--- config.mk ---
export PLATFORM = sky130hd
export DESIGN_NAME = sbox_step2_sequencer
export DESIGN_NICKNAME = d
export VERILOG_FILES = /design/src/rtl/sbox_step2_sequencer.sv
export SDC_FILE = /design/constraint.sdc
export NUM_CORES = 1
export LEC_CHECK = 0
export ABC_CLOCK_PERIOD_IN_PS = 3000
export BUFFER_PORTS_ARGS = -buffer_cell sky130_fd_sc_hd__buf_2
export CAP_MARGIN = 10
export CORE_AREA = 2 2 64 66
export CTS_CLUSTER_SIZE = 25
export DETAILED_ROUTE_END_ITERATION = 10
export DIE_AREA = 0 0 66 68
export MAX_ROUTING_LAYER = met4
export PLACE_DENSITY = 0.71
export SYNTH_ARGS = -nofsm -noshare
export SYNTH_HDL_FRONTEND = slang
export SYNTH_SLANG_ARGS = --single-unit
export TNS_END_PERCENT = 5
--- constraint.sdc ---
create_clock -name clk -period 3 [get_ports clk]
set_input_delay 0.15 -clock clk [delete_from_list [all_inputs] [get_ports clk]]
set_output_delay 0.15 -clock clk [all_outputs]
set_load 0.02 [all_outputs]
--- src/rtl/sbox_step2_sequencer.sv ---
// Handshake, randomness and clock-gate sequencer around the second masked
// S-box step (two shares): registers the operand in, waits LAT, holds the result.
module sbox_step2_sequencer #(
    parameter bit          low_latency = 1'b0,
    parameter bit          pipeline    = 1'b0,
    parameter logic [15:0] SEED        = 16'hACE1
) (
    input  logic        clk,
    input  logic        rst_n,
    input  logic        in_valid,
    output logic        in_ready,
    input  logic [3:0]  in0,
    input  logic [3:0]  in1,
    input  logic        seed_valid,
    input  logic [15:0] seed,
    output logic [3:0]  st_in0,
    output logic [3:0]  st_in1,
    output logic [3:0]  st_r,
    output logic        gate_en,
    input  logic [3:0]  st_out0,
    input  logic [3:0]  st_out1,
    output logic        out_valid,
    input  logic        out_ready,
    output logic [3:0]  out0,
    output logic [3:0]  out1
);
    localparam int         LAT      = low_latency ? 1 : 2;
    localparam logic [1:0] CNT_INIT = 2'(LAT - 1);

    typedef enum logic [1:0] {IDLE, BUSY, DONE} state_t;

    state_t      state_q, state_d;
    logic [1:0]  cnt_q, cnt_d;
    logic [15:0] lfsr_q, lfsr_d;
    logic [3:0]  st_in0_q, st_in0_d;
    logic [3:0]  st_in1_q, st_in1_d;
    logic [3:0]  out0_q, out0_d;
    logic [3:0]  out1_q, out1_d;
    logic        lfsr_fb;

    // The pipeline option only has to match the gadget instance; sequencing is identical.
    if (pipeline) begin : g_pipeline_variant
    end else begin : g_flat_variant
    end

    assign lfsr_fb = lfsr_q[0] ^ lfsr_q[2] ^ lfsr_q[3] ^ lfsr_q[5];

    always_ff @(posedge clk or negedge rst_n) begin
        if (!rst_n) begin
            state_q  <= IDLE;
            cnt_q    <= 2'd0;
            lfsr_q   <= SEED;
            st_in0_q <= 4'd0;
            st_in1_q <= 4'd0;
            out0_q   <= 4'd0;
            out1_q   <= 4'd0;
        end else begin
            state_q  <= state_d;
            cnt_q    <= cnt_d;
            lfsr_q   <= lfsr_d;
            st_in0_q <= st_in0_d;
            st_in1_q <= st_in1_d;
            out0_q   <= out0_d;
            out1_q   <= out1_d;
        end
    end

    always_comb begin
        state_d  = state_q;
        cnt_d    = cnt_q;
        lfsr_d   = lfsr_q;
        st_in0_d = st_in0_q;
        st_in1_d = st_in1_q;
        out0_d   = out0_q;
        out1_d   = out1_q;
        case (state_q)
            IDLE: begin
                // A zero seed would lock the LFSR, so it falls back to SEED.
                if (seed_valid) begin
                    lfsr_d = (seed == 16'd0) ? SEED : seed;
                end
                if (in_valid) begin
                    st_in0_d = in0;
                    st_in1_d = in1;
                    cnt_d    = CNT_INIT;
                    state_d  = BUSY;
                end
            end
            BUSY: begin
                lfsr_d = {lfsr_fb, lfsr_q[15:1]};
                if (cnt_q == 2'd0) begin
                    out0_d  = st_out0;
                    out1_d  = st_out1;
                    state_d = DONE;
                end else begin
                    cnt_d = cnt_q - 2'd1;
                end
            end
            DONE: begin
                if (out_ready) begin
                    state_d = IDLE;
                end
            end
            default: begin
                state_d = IDLE;
            end
        endcase
    end

    // Control outputs decode only the registered state.
    assign in_ready  = (state_q == IDLE);
    assign gate_en   = (state_q == BUSY);
    assign out_valid = (state_q == DONE);
    assign st_in0    = st_in0_q;
    assign st_in1    = st_in1_q;
    assign st_r      = lfsr_q[3:0];
    assign out0      = out0_q;
    assign out1      = out1_q;
endmodule

Word-level counts from Yosys, hierarchy flattened
Cells that the tools add are included.
{"block": "word_totals", "register_bits": 36, "inputBits": 37, "out_inout_bits": 23, "elab_cells": 36}
{"block": "op_classes", "add_sub_neg": 1, "eq_ne": 7, "n_mux": 9, "bitwise_logic": 3, "n_reduce_logical": 9}
{"cell": "16-bit two-way mux", "n": 2}
{"cell": "16-bit case mux with 2 select lines", "n": 1}
{"cell": "16-bit zero test", "n": 1}
{"cell": "2-bit two-way mux", "n": 4}
{"cell": "2-bit by 1-bit != test with 1-bit output, second input constant", "n": 3}
{"cell": "2-bit case mux with 3 select lines", "n": 1}
{"cell": "2-bit AND reduction", "n": 3}
{"cell": "3-bit AND reduction", "n": 2}
{"cell": "2-bit zero test", "n": 2}
{"cell": "2-bit != test, second input constant", "n": 2}
{"cell": "2-bit case mux with 2 select lines", "n": 1}
{"cell": "1-bit XOR", "n": 3}
{"cell": "2-bit by 1-bit equality test with 1-bit output, second input constant", "n": 1}
{"cell": "2-bit equality test, second input constant", "n": 1}
{"cell": "2-bit nonzero test", "n": 1}
{"cell": "2-bit by 1-bit subtractor with 2-bit output, second input constant", "n": 1}

Longest topological paths before layout
Gate-level depths: netlist of the first run.
{"block": "depth", "depth_word": 4, "ltp_mapped": 5, "depth_no_buf": 5}

Worst setup path before layout of the first run
No wires, ideal clock.
{"block": "synth_timing", "path_type": "register to register", "from": "register state_q[0]", "to": "register st_in0_q[0] (netlist: st_in0[0])", "setup_ps": 128, "arrival_ps": 1421, "required_ps": 2872, "setup_slack_ps": 1451, "path_stages_with_launch": 5, "n_path_buf": 1, "period_less_slack_ps": 1549, "path_cell_list": "dfrtp_1 nor2_1 and2_1 buf_2 mux2_1"}
{"block": "synth_between", "elab_chain_cells": 2}
{"item": "from (decl)", "line_no": "32", "source": "state_t state_q, state_d;"}
{"item": "from (signal assigned)", "line_no": "58", "source": "state_q <= state_d;"}
{"item": "2-bit zero test"}
{"item": "net in_ready", "line_no": "11", "source": "output logic in_ready,"}
{"item": "2-bit AND reduction (no line)"}
{"item": "to (signal assigned)", "line_no": "61", "source": "st_in0_q <= st_in0_d;"}
{"item": "to (decl)", "line_no": "35", "source": "logic [3:0] st_in0_q, st_in0_d;"}
The timed path passes the listed nets, and every way through them passes these cells.
A chain may end at the register's enable or synchronous reset.

Final worst setup path of the first run
{"block": "layout_timing", "from": "register state_q[0]", "to": "register st_in0_q[0] (netlist: st_in0[0])"}
{"block": "layout_between", "elab_chain_cells": 2}
{"item": "2-bit zero test", "line_no": "76", "source": "case (state_q)"}
{"item": "2-bit AND reduction (no line)"}
No other way between the ends.

==> metrics.md, run 1 <==
| Metric | Value |
|---|---|
| Status | `finished clean` |
| First-pass GRT wire length | `5810 µm` |
| Seq cells post-synth | `36` |
| Clock power frac | `0.229` |
| Most area-hungry cell type in the Yosys netlist | `dfrtp_1` |
| Worst Path Required | `3.17 ns` |
| YS warnings | `0` |
| Library cells used by synthesis | `29` |
| Post-synth top cells | `dfrtp_1, mux2_1, a22oi_1, nand2_1, o21ai_1` |
| Max VDD drop | `between 500 and 600 µV` |
| Synth top area share | `0.432` |
| Core footprint | `3860 µm²` |
| Min-delay worst type | `primary input to flop` |
| Max frequency | `0.593 GHz` |
| Critical Path Start | `state_q[0]$_DFFE_PN0P_` |
| RSZ-0062 raised after global routing | `false` |
| Final WL | `3610 µm` |
| Latest clock arrival within the worst-skew pair | `0.29 ns` |
| Post-route ant nets | `0` |
| IO Pins | `60` |
| Count of final setup violators | `0` |
| Slowest cell on the critical path | `dfrtp_1` |
| Die W | `~66 µm` |
| Seq pwr share | `0.368` |
| Max-slew headroom | `0.479` |
| PD cells | `1230 nW/µm²` |
| Synthesis-to-finish area growth | `29.0%` |
| CP cell instances | `nor2_1 -> and2_1 -> mux2_1` |
| WP data arrival | `1.86 ns` |
| Routed length per instance | `around 14 µm` |
| CTS root buffer | `clkbuf_8` |
| Setup TNS | `0 ns` |
| Int Power | `between 1.5 and 2 mW` |
| Gr usage total | `0.182` |
| Cells after synthesis | `~140` |
| Tot Pwr | `2.57 mW` |
| CP max stage delay | `0.51 ns` |
| Layout cells sized above 1 | `0.386` |
| Hold Path Stages | `2` |
| P_leak | `0.991 nW` |
| Longest Clk Path Bufs | `2` |
| Largest net degree at the start of global routing | `37` |
| H-tree depth | `2` |
| RD Place Congestion | `0.803` |
| Startpoint Class | `flop` |
| FP Rows | `23` |
| Hpwl dp | `2680 µm` |
| Synthesized Nets | `181` |
| Sequential element share of the synthesized area | `0.562` |
| Most frequent cell after synthesis | `dfrtp_1` |
| Fraction of registers with async set or reset after synthesis | `1.00` |
| CP Capture Type | `flop` |
| Worst R2R Setup Slack | `approximately 1.3 ns` |
| Reg clk slew, reported paths | `0.07 ns` |
| Reg2reg end | `st_in0[0]$_DFFE_PN0P_` |
| NetSw | `967 µW` |
| Crit Path Max Fanout | `13` |
| Vias per cell | `5.18` |
| Syn avg cell area | `11.3 µm²` |
| Ant diodes | `0` |
| Final Critical Period | `between 1.5 and 2 ns` |
| TritonCTS Buffers | `5` |
| CTS tree | `yes` |
| Drt first pass iters | `4` |
| Top cells by area, synth | `dfrtp_1, dfstp_2, mux2_1` |
| Max-cap viol count | `0` |
| Final Max Tran Viols | `0` |
| Grt ovf | `0` |
| Antenna violations before repair | `0` |
| Synthesized cell area | `~1600 µm²` |
| Worst Hold Path EP | `state_q[1]$_DFFE_PN0P_` |
| Combinational Power Share | `0.403` |
| Clock sink count | `36` |
| Net Sw Frac | `0.377` |
| Tcrit/Tclk final | `0.562` |
| Post-synth EDFFs | `0` |
| Min-delay src | `out_ready` |
| Vias in the first global route | `1,262` |
| Final Hold Fails | `0` |
| Drc violations | `0` |
| Setup Skew | `about 0.0046 ns` |
| Worst Reg2Reg Path Length in Cells | `3` |
| Vias post-DR | `approximately 1,300` |
| Final core occ | `0.542` |
| Initial DRC count | `123` |
| Starting Density | `0.420` |
| PortBufs | `59` |
| Least-Margin Pin Slew | `0.781 ns` |
| FF-to-FF Start | `state_q[0]$_DFFE_PN0P_` |
| Setup Fix Bufs, Post-CTS | `0` |
| DIE AREA | `4490 µm²` |
| Number of nets in the layout | `~240` |
| Chip height | `68 µm` |
| Most used DFF post-synth | `dfrtp_1` |
| Worst setup path category | `flop to flop` |
[area by class of cell]
| cell class | count | area (µm²) |
|---|---|---|
| timing repair buffer | 61 | 313 |
| fill | 374 | 1770 |
| multi-input combinational | 92 | 627 |
| inverter | 5 | 18.8 |
| clock inverter | 3 | 90.1 |
| clock buffer | 5 | 68.8 |
| sequential | 36 | 911 |
| tap | 50 | 62.6 |
[layout by cell type (no fill, tap or decap), drive strengths merged, types with 5 or more instances in the layout]
| cell | count |
|---|---|
| a22oi | 14 |
| buf | 60 |
| clkbuf | 5 |
| dfrtp | 28 |
| dfstp | 8 |
| inv | 5 |
| mux2 | 16 |
| nand2 | 15 |
| nor2b | 5 |
| o21ai | 16 |
[kinds of logic (layout without fill, tap and decap cells)]
| group | count (synthesis) | count (layout) | synth area share |
|---|---|---|---|
| adder cells (fa/ha/maj) | 1 | 1 | 0.00772 |
| flip-flops | 36 | 36 | 0.562 |
| buffers and inverters | 15 | 74 | 0.0510 |
| multiplexers | 16 | 16 | 0.111 |
| AO/OA/AOI/OAI | 38 | 38 | 0.147 |
| XOR/XNOR | 3 | 3 | 0.0162 |
| AND/OR/NAND/NOR | 34 | 34 | 0.105 |
[routing by layer]
layer  up-vias  part of all wire  track usage
li1        623                 -            -
met1       621              0.49        0.258
met3         3             0.076       0.0477
met4         0             0.011       0.0612
met5         -                 0            -
met2        59              0.42        0.254
[power by group through the flow]
stage	sequential (mW)	combinational, mW	clock (mW)
finish	0.945	1.04	0.588
global placement	0.949	1.02	0
floorplan	1.03	0.660	0
CTS	0.946	1.05	0.607
detailed placement	0.953	1.04	0
global route	0.980	1.14	0.629
[what timing repair did]
action	CTS	global route
endpoints found under the hold margin	28	0
gates resized for setup	0	0
hold buffers	1	0
[registers in the layout, summed over array words and instances (netlist names)]
name     count
lfsr_q      16
out0         4
out1         4
cnt_q        2
st_in0       4
state_q      2
st_in1       4
[through the flow]
stage                     instance area (µm²)  instances  worst slack, ns  hold slack, ns
after floorplan                          1620        143             1.45          -0.146
after global placement                   1920        243             1.36           0.278
after detailed placement                 1920        243             1.29           0.286
after CTS                                2090        252             1.28          0.0355
after global routing                     2090        252             1.15          0.0593
final                                    2090        252             1.31          0.0491
[worst max path at each step]
stage                                       end  slack [ns]  cells after the start
final                     st_in0[0]$_DFFE_PN0P_        1.31                      3
after global routing      st_in0[0]$_DFFE_PN0P_        1.15                      3
after CTS                 st_in0[0]$_DFFE_PN0P_        1.28                      3
after detailed placement  st_in0[0]$_DFFE_PN0P_        1.29                      3
after global placement    st_in1[2]$_DFFE_PN0P_        1.36                      3
after floorplan           st_in0[0]$_DFFE_PN0P_        1.45                      4
[critical path, delay by kind of cell, from the launching register on]
kind | cells | cell delay [ns]
and+or+nand+nor | 2 | 0.69
muxes | 1 | 0.36
DFF | 1 | 0.51
No activity file was read; power rests on OpenSTA's default activity.
==> run 2: changes to the inputs <==
--- a/config.mk
+++ b/config.mk
@@ -5,7 +5,7 @@
 export SDC_FILE = /design/constraint.sdc
 export NUM_CORES = 1
 export LEC_CHECK = 0
-export ABC_CLOCK_PERIOD_IN_PS = 3000
+export ABC_CLOCK_PERIOD_IN_PS = 1450
 export BUFFER_PORTS_ARGS = -buffer_cell sky130_fd_sc_hd__buf_2
 export CAP_MARGIN = 10
 export CORE_AREA = 2 2 64 66
@@ -13,7 +13,7 @@
 export DETAILED_ROUTE_END_ITERATION = 10
 export DIE_AREA = 0 0 66 68
 export MAX_ROUTING_LAYER = met4
-export PLACE_DENSITY = 0.71
+export PLACE_DENSITY = 0.74
 export SYNTH_ARGS = -nofsm -noshare
 export SYNTH_HDL_FRONTEND = slang
 export SYNTH_SLANG_ARGS = --single-unit
==> constraint.sdc (replaced) <==
create_clock -name clk -period 1.45 [get_ports clk]
set_input_delay 0.0725 -clock clk [delete_from_list [all_inputs] [get_ports clk]]
set_output_delay 0.0725 -clock clk [all_outputs]
set_load 0.02 [all_outputs]
==> run 2 against run 1 <==
Combinational power up 130%. First-iteration DRC count down 37%. Largest cell class unchanged. Die area unchanged.
==> metrics.md, run 2 (synthesized netlist as in run 1, its figures left out) <==
| Metric | Value |
|---|---|
| Setup Skew | `0.00345 ns (-0.00115 ns)` |
| CP Capture Type | `primary output` |
| Final Critical Period | `1.35 ns` |
| Routed length per instance | `14.3 µm (-0.25%)` |
| Initial DRC count | `77 (-37%)` |
| Post-route ant nets | `0 (unchanged)` |
| Drt first pass iters | `4 (unchanged)` |
| Tcrit/Tclk final | `0.933` |
| Final WL | `3910 µm (+8.5%)` |
| IO Pins | `60 (unchanged)` |
| Worst Path Required | `1.38 ns (-1.79 ns)` |
| CP cell instances | `nand2b_1 -> inv_2 -> buf_4 -> buf_4` |
| Least-Margin Pin Slew | `0.422 ns (-0.359 ns)` |
| Min-delay src | `in0[1]` |
| Hpwl dp | `2710 µm (+1.1%)` |
| TritonCTS Buffers | `5 (unchanged)` |
| Synthesis-to-finish area growth | `38.4%` |
| Core footprint | `3860 µm² (unchanged)` |
| Max-cap viol count | `0 (unchanged)` |
| RD Place Congestion | `0.830 (+3.4%)` |
| Crit Path Max Fanout | `12 (-1)` |
| RSZ-0062 raised after global routing | `false` |
| Max-slew headroom | `0.719 (+0.239)` |
| Max VDD drop | `1140 µV (+98%)` |
| Number of nets in the layout | `261 (+9.2%)` |
| Max reg flops | `16 (unchanged)` |
| Longest Clk Path Bufs | `2 (unchanged)` |
| Vias in the first global route | `1,331 (+5.5%)` |
| Setup TNS | `0 ns (unchanged)` |
| CP dominant cell by count | `buf_4` |
| Commonest non-fill, non-tap cell in the layout | `buf_2` |
| Critical Path Start | `state_q[1]$_DFFE_PN0P_` |
| Worst setup path category | `flop to primary output` |
| Latest clock arrival within the worst-skew pair | `0.28 ns (about the same)` |
| Final Max Tran Viols | `0 (unchanged)` |
| CP max stage delay | `0.40 ns (-0.11 ns)` |
| Setup Fix Bufs, Post-CTS | `0 (unchanged)` |
| Startpoint Class | `flop` |
| Die W | `66 µm (unchanged)` |
| P_leak | `1.06 nW (+7.1%)` |
| Drc violations | `0 (unchanged)` |
| PD cells | `2240 nW/µm² (+82%)` |
| Min-delay worst type | `primary input to flop` |
| Post-route insts no fill | `274 (+8.7%)` |
| Vias per cell | `5.07 (-2.1%)` |
| FF-to-FF Start | `state_q[0]$_DFFE_PN0P_` |
| Reg clk slew, reported paths | `0.07 ns (about the same)` |
| H-tree depth | `2 (unchanged)` |
| Delay-heaviest family, CP | `buffers and inverters` |
| Most frequent cells in the layout | `buf_2, dfrtp_1, mux2_1, dlygate4sd3_1` |
| Vias post-DR | `1,390 (+6.4%)` |
| Status | `finished clean` |
| CTS tree | `yes` |
| Final Hold Fails | `0 (unchanged)` |
| Gr usage total | `0.196 (+0.0145)` |
| Largest net degree at the start of global routing | `22 (-41%)` |
| Count of final setup violators | `0 (unchanged)` |
| Grt ovf | `0 (unchanged)` |
| FP Rows | `23 (unchanged)` |
| Clock sink count | `36 (unchanged)` |
| WP data arrival | `1.28 ns (-0.58 ns)` |
| PortBufs | `59 (unchanged)` |
| Layout cells sized above 1 | `0.375 (-0.0111)` |
| Area post-placement | `1990 µm² (+3.5%)` |
| First-pass GRT wire length | `6310 µm (+8.6%)` |
| Largest register by flop count | `lfsr_q` |
| DP Cell Count | `250 (+2.9%)` |
| Slowest cell on the critical path | `dfrtp_1` |
| CTS root buffer | `clkbuf_8` |
| Chip height | `68 µm (unchanged)` |
| Antenna violations before repair | `0 (unchanged)` |
| Max frequency | `0.739 GHz` |
| Final instance area | `2240 µm² (+7.2%)` |
| Ant diodes | `0 (unchanged)` |
| Starting Density | `0.420 (unchanged)` |
| CP Buf/Inv Count | `3 (+3)` |
| DIE AREA | `4490 µm² (unchanged)` |
| Filler instances | `341 (-8.8%)` |
-- run 2: cell types whose count changed in the layout (fill, tap and decap cells not counted) --
cell and change:
buf_12 +1, buf_2 -1, buf_4 +7, bufinv_16 -3, clkbuf_1 +2, clkbuf_8 +1, dlygate4sd3_1 +15, nor2_1 -1
nor2_2 +1
-- run 2: area by class of cell --
type,instances,area [µm²],share of cell area
flip-flops and latches,36,911,0.406
multi-input cells,92,629,0.281
repair buffers,83,531,0.237
clock buffers,8,90.1,0.0402
well taps,50,62.6,0.0279
inverters,5,18.8,0.00837
-- run 2: through the flow --
| stage | worst slack, ns | total power [mW] | utilization | hold slack [ns] |
|---|---|---|---|---|
| after floorplan | 0.00917 | 3.51 | - | -0.223 |
| after CTS | 0.0685 | 5.02 | 0.581 | 0.00153 |
| after global routing | 0.0155 | 5.39 | 0.581 | 0.00897 |
| final | 0.0976 | 5.02 | 0.581 | 0.0125 |
| after global placement | 0.161 | 4.20 | 0.516 | 0.0154 |
| after detailed placement | 0.139 | 4.25 | 0.516 | 0.0288 |
-- run 2: power breakdown --
group          switching [mW]  total (mW)  internal (mW)
clock                   0.329       0.716          0.387
combinational            1.39        2.39           1.01
sequential              0.316        1.91           1.59
total                    2.03        5.02           2.99
-- run 2: worst reg2reg max path: stages, from the launching register on --
cell	delay [ns]
dfrtp_1	0.40
nor2_2	0.16
and2_1	0.14
buf_4	0.17
mux2_1	0.34
-- run 2: path summary, 6_finish.rpt --
check                                              end  cells after the start  slack (ns)
worst max-delay path                           gate_en                      4         0.1
worst min-delay path             st_in0[1]$_DFFE_PN0P_                      2        0.01
worst max register to register   st_in0[0]$_DFFE_PN0P_                      4        0.12
worst min register to register  lfsr_q[13]$_DFFE_PN1P_                      2        0.47
max in group asynchronous       lfsr_q[15]$_DFFE_PN1P_                      3        0.67
min in group asynchronous        lfsr_q[1]$_DFFE_PN0P_                      2        0.26
-- run 2: repair_timing --
action | in CTS | in global routing
hold buffers | 16 | 0
hold endpoints to repair | 26 | 0
resized for setup | 0 | 1
endpoints found under the setup margin | 0 | 1
-- run 2: layer usage --
metal  part of all wire  track usage  vias up
met3              0.085       0.0576        6
li1                   -            -      664
met1               0.43        0.236      643
met4              0.015       0.0689        0
met2               0.47        0.318       77
met5                  0            -        -
